File: config.mk
export PLATFORM = sky130hd
export DESIGN_NAME = alarm_response_controller
export DESIGN_NICKNAME = d
export VERILOG_FILES = /design/src/rtl/alarm_response_controller.sv
export SDC_FILE = /design/constraint.sdc
export NUM_CORES = 1
export LEC_CHECK = 0
export CORE_UTILIZATION = 45
export DETAILED_ROUTE_END_ITERATION = 6
export PLACE_DENSITY = 0.61
export SLEW_MARGIN = 15
export SYNTH_ARGS = -nofsm -noshare
export SYNTH_HDL_FRONTEND = slang
export SYNTH_SLANG_ARGS = --single-unit
File: constraint.sdc
create_clock -name clk -period 2.6 [get_ports clk]
set_clock_uncertainty 0.05 [all_clocks]
set_input_delay 0.52 -clock clk [delete_from_list [all_inputs] [get_ports clk]]
set_output_delay 0.52 -clock clk [all_outputs]
set_load 0.1 [all_outputs]
File: src/rtl/alarm_response_controller.sv
// Alarm response FSM: rings on AA rising edge, handles snooze/stop/timeout.
// Define ALARM_BUZZER_PULSE_EN for a 1 s on / 1 s off buzzer pattern.
module alarm_response_controller #(
  parameter int SNOOZE_TICKS = 300,
  parameter int RING_TICKS   = 120,
  parameter int MAX_SNOOZES  = 3
) (
  input  logic       clk,
  input  logic       reset,
  input  logic       tick,
  input  logic       AA,
  input  logic       alarm_en,
  input  logic       snooze_btn,
  input  logic       stop_btn,
  output logic       buzzer,
  output logic       ringing,
  output logic       snoozing,
  output logic [1:0] snooze_count,
  output logic       missed
);

  typedef enum logic [1:0] {
    IDLE,
    RING,
    SNOOZE
  } state_t;

  localparam logic [15:0] RING_LAST   = 16'(RING_TICKS - 1);
  localparam logic [15:0] SNOOZE_INIT = 16'(SNOOZE_TICKS);
  localparam logic [2:0]  MAX_S       = 3'(MAX_SNOOZES);

  state_t      state, state_n;
  logic [15:0] timer, timer_n;
  logic [1:0]  count_n;
  logic        missed_n;
  logic        aa_q;
  logic        phase, phase_n;
  logic        trigger;
  logic        restart;
  logic        can_snooze;
  logic        buzzer_n;

  assign trigger    = AA & ~aa_q;
  assign can_snooze = {1'b0, snooze_count} < MAX_S;

  always_comb begin
    state_n  = state;
    timer_n  = timer;
    count_n  = snooze_count;
    missed_n = missed;
    restart  = 1'b0;
    unique case (state)
      IDLE: begin
        if (stop_btn)
          missed_n = 1'b0;
        if (trigger && alarm_en) begin
          state_n = RING;
          timer_n = '0;
          count_n = '0;
          restart = 1'b1;
        end
      end
      RING, SNOOZE: begin
        if (!alarm_en) begin
          state_n = IDLE;
        end else if (stop_btn) begin
          state_n  = IDLE;
          missed_n = 1'b0;
        end else if (trigger) begin
          state_n = RING;
          timer_n = '0;
          count_n = '0;
          restart = 1'b1;
        end else if (snooze_btn && state == RING && can_snooze) begin
          state_n = SNOOZE;
          timer_n = SNOOZE_INIT;
          count_n = snooze_count + 2'd1;
        end else if (tick) begin
          if (state == RING) begin
            if (timer >= RING_LAST) begin
              state_n  = IDLE;
              missed_n = 1'b1;
            end else begin
              timer_n = timer + 16'd1;
            end
          end else begin
            if (timer <= 16'd1) begin
              state_n = RING;
              timer_n = '0;
            end else begin
              timer_n = timer - 16'd1;
            end
          end
        end
      end
      default: state_n = IDLE;
    endcase
  end

  // phase restarts high on every entry into RING, toggles per tick while ringing
  always_comb begin
    phase_n = phase;
    if (state_n == RING && (state != RING || restart))
      phase_n = 1'b1;
    else if (state == RING && tick)
      phase_n = ~phase;
  end

`ifdef ALARM_BUZZER_PULSE_EN
  assign buzzer_n = (state_n == RING) & phase_n;
`else
  assign buzzer_n = (state_n == RING);
`endif

  always_ff @(posedge clk or posedge reset) begin
    if (reset) begin
      state        <= IDLE;
      timer        <= '0;
      snooze_count <= '0;
      missed       <= 1'b0;
      aa_q         <= 1'b1;
      phase        <= 1'b1;
      buzzer       <= 1'b0;
      ringing      <= 1'b0;
      snoozing     <= 1'b0;
    end else begin
      state        <= state_n;
      timer        <= timer_n;
      snooze_count <= count_n;
      missed       <= missed_n;
      aa_q         <= AA;
      phase        <= phase_n;
      buzzer       <= buzzer_n;
      ringing      <= (state_n == RING);
      snoozing     <= (state_n == SNOOZE);
    end
  end

endmodule

==> metrics.yaml <==
status: "complete, no violations"
maxCapViolations: 0
hp-start: "snooze_count[1]"
die_y_um: 68.1
crit_path_start: "state[0]"
final_nets: 257
critical_path_class: "reg2reg"
antennaDiodeCount: 0
coreArea_um2: 4090
place_area_um2: 2170
finalSetupViolCount: 0
grt_remaining_overflow: 0
critPathRequiredTime_ns: 2.73
ctsHoldBuffers: 0
cts-buffers-inserted: 3
end_kind: "flop"
slew_headroom_pct: 63.1
drt_iter0_markers: 258
critPathSlowestCell: "dfrtp_2"
syn_area_um2: 1960
antenna_left: 0
cts_tree: "done"
route.vias.total: 1945
grt_usage_pct: 25.1
fillCellCount: 362
cellPowerDensity_nw_per_um2: 1540
vdd_drop_max_v: 0.000619
final_hold_viol_count: 0
via_per_inst: 6.66
io_pins: 13
gp_congestion: 0.980
hold_class: "reg2reg"
worstSetupStartpointType: "flop"
first_global_vias: 1838
routedWlPerCell_um: 18.6
synthesis.instances: 226
dp_hpwl_um: 4050
cts_root_buf: "clkbuf_8"
sw_frac_of_total_pct: 51.9
yosysSeqAreaShare_pct: 30.6
synth_edf_count: 0
drc: 0
postSynth.asyncResetShare_pct: 100
io_buffers: 12
post_cts_buffers: 0
crit_arrival_ns: 2.55
r2r_start: "state[0]"
power_frac_seq_pct: 18.0
num_rows: 23
cts_resized: 0
clockBufferDepth: 2
die_w_um: 68.1
reg2reg_slack_ns: 0.18
finalInstanceArea_um2: 2230
dieArea_um2: 4630
drive_gt1_share_pct: 18.2
htreeDepth: 1
wl_um: 5440
initial_core_util_pct: 48.1
cts_sinks: 24
clk_latency_ns: 0.28
yosys_warnings: 0
p_leak_nw: 0.938
post-route-period-util_pct: 93.2
synth_top_flop_cell: "dfrtp_1"
synthToLayoutAreaGrowth_pct: 13.4
synth.avg_cell_area_um2: 8.69
grt_first_pass_wirelength_um: 8690
fin_crit_ns: 2.42
rsz0062_at_grt: "false"
tightest_slew_ns: 0.552
whs_ns: 0.478
antenna_found_initial: 0
dr.pass1.iters: 5
path_cells: "inv_1, ha_1, nand2b_1, a221o_1, o32ai_2, buf_4, o21ai_0, a22o_1"
fin_tns_setup_ns: 0
synth_nets: 240
slew_violations: 0
critPathMaxFanout: 8
synth.distinct_cells: 66
grt_max_degree: 14
internal_power_w: 0.00165
regArea_um2: 603
max_stage_delay_ns: 0.42
power.switching_w: 0.00178
cts.clk_slew.worst_paths_ns: 0.10
combPwrFrac_pct: 74.1
ys_seq_elements: 24
multi_input_area_um2: 1240
pwr-share-clk_pct: 7.9
fmax_mhz: 413
==> final timing paths <==
path                                        end  depth (start not counted)
worst max-delay path                   timer[3]                          8
worst min-delay path            snooze_count[1]                          2
worst max register to register         timer[3]                          8
worst min register to register  snooze_count[1]                          2
max in group asynchronous             timer[10]                          3
min in group asynchronous              state[1]                          2
==> layout by cell type, fill, tap and decap left out, drive strengths merged, types with 2 or more instances in the layout <==
| cell | Yosys | layout |
|---|---|---|
| o2bb2ai | 2 | 2 |
| a21oi | 6 | 6 |
| clkbuf | 6 | 4 |
| clkdlybuf4s50 | 0 | 6 |
| a22o | 4 | 4 |
| o21ai | 15 | 15 |
| nor4 | 6 | 6 |
| and2 | 2 | 2 |
| nor4bb | 3 | 3 |
| buf | 9 | 21 |
| o211ai | 5 | 5 |
| nor2b | 2 | 2 |
| o22ai | 3 | 3 |
| or4b | 2 | 2 |
| or2 | 3 | 3 |
| a211oi | 3 | 3 |
| xor2 | 3 | 3 |
| a31oi | 8 | 8 |
| or4 | 4 | 4 |
| nand2b | 7 | 7 |
| nand4 | 3 | 3 |
| inv | 13 | 13 |
| a32o | 4 | 4 |
| nand3 | 10 | 10 |
| o31ai | 2 | 2 |
| o2111ai | 6 | 6 |
| and3 | 2 | 2 |
| o32ai | 2 | 2 |
| or3 | 2 | 2 |
| nand4b | 2 | 2 |
| dfrtp | 23 | 23 |
| ha | 7 | 7 |
| a21o | 2 | 2 |
| xnor2 | 2 | 2 |
| nor3 | 6 | 6 |
| nor2 | 13 | 13 |
| nand2 | 14 | 14 |
| and4 | 2 | 2 |
==> cell type report <==
cell class / instances / share of cell area [%]
multi-input combinational: 174 / 55.7
inverter: 13 / 2.19
tap: 50 / 2.81
clock buffer: 4 / 2.47
timing repair buffer: 27 / 9.77
sequential: 24 / 27.1
==> routing by layer <==
| layer | wire (um) | up-vias | GRT usage, % | share of wire (%) |
|---|---|---|---|---|
| met3 | 306 | 7 | 1.83 | 5.6 |
| met4 | 58 | 0 | 8.07 | 1.1 |
| met2 | 2760 | 85 | 45.7 | 51 |
| li1 | - | 908 | - | - |
| met5 | 0 | - | 0 | 0 |
| met1 | 2310 | 945 | 30.9 | 42 |
==> power groups by stage <==
stage | registers, W | clock network [W] | logic (W)
after global routing | 0.000636 | 0.000291 | 0.00274
after detailed placement | 0.000621 | 0 | 0.00248
after global placement | 0.000611 | 0 | 0.00243
after CTS | 0.000613 | 0.000275 | 0.00250
after floorplan | 0.000679 | 0 | 0.00189
final | 0.000618 | 0.000271 | 0.00254
==> critical path, delay by kind of cell, from the launching register on <==
kind | cells | cell delay [ns]
AO/OA/AOI/OAI | 4 | 1.01
adder cells (fa/ha/maj) | 1 | 0.39
buffers and inverters | 2 | 0.27
flip-flops | 1 | 0.42
AND/OR/NAND/NOR | 1 | 0.18
==> kinds of logic after synthesis <==
group | Yosys count | synth area share (%)
xor gates and xnor gates | 5 | 2.23
muxes | 1 | 0.510
DFF | 24 | 30.6
and+or+nand+nor | 87 | 27.8
AOI/OAI and AO/OA | 74 | 28.0
buffers and inverters | 28 | 6.37
adders and majority gates | 7 | 4.46
==> Yosys cell counts (4+ instances only) <==
library cell / n / area (um2)
a31oi_1: 8 / 50.1
o211ai_1: 4 / 30.0
a21oi_1: 6 / 30.0
nand3_1: 10 / 50.1
nand2b_1: 7 / 43.8
nor3_1: 6 / 30.0
dfrtp_1: 23 / 576
inv_1: 13 / 48.8
o21ai_0: 12 / 60.1
a22o_1: 4 / 35.0
ha_1: 7 / 87.6
clkbuf_1: 5 / 18.8
buf_2: 6 / 30.0
o2111ai_1: 6 / 52.6
a32o_1: 4 / 40.0
nand2_1: 14 / 52.6
nor2_1: 13 / 48.8
==> state kept, by name, summed over array words and instances (netlist names) <==
register      flops
aa_q              1
missed            1
ringing           1
snooze_count      2
snoozing          1
state             2
timer            16
==> per-stage QoR <==
step	setup slack, ns	total power (W)	utilization [%]	cells
2_1_floorplan	0.219	0.00257	-	226
3_3_place_gp	0.0946	0.00304	53.1	288
3_5_place_dp	0.0352	0.00310	53.1	288
4_1_cts	0.119	0.00339	54.4	292
5_1_grt	0.0154	0.00367	54.5	292
6_report	0.178	0.00343	54.5	292
No activity file was read; power rests on OpenSTA's default activity.
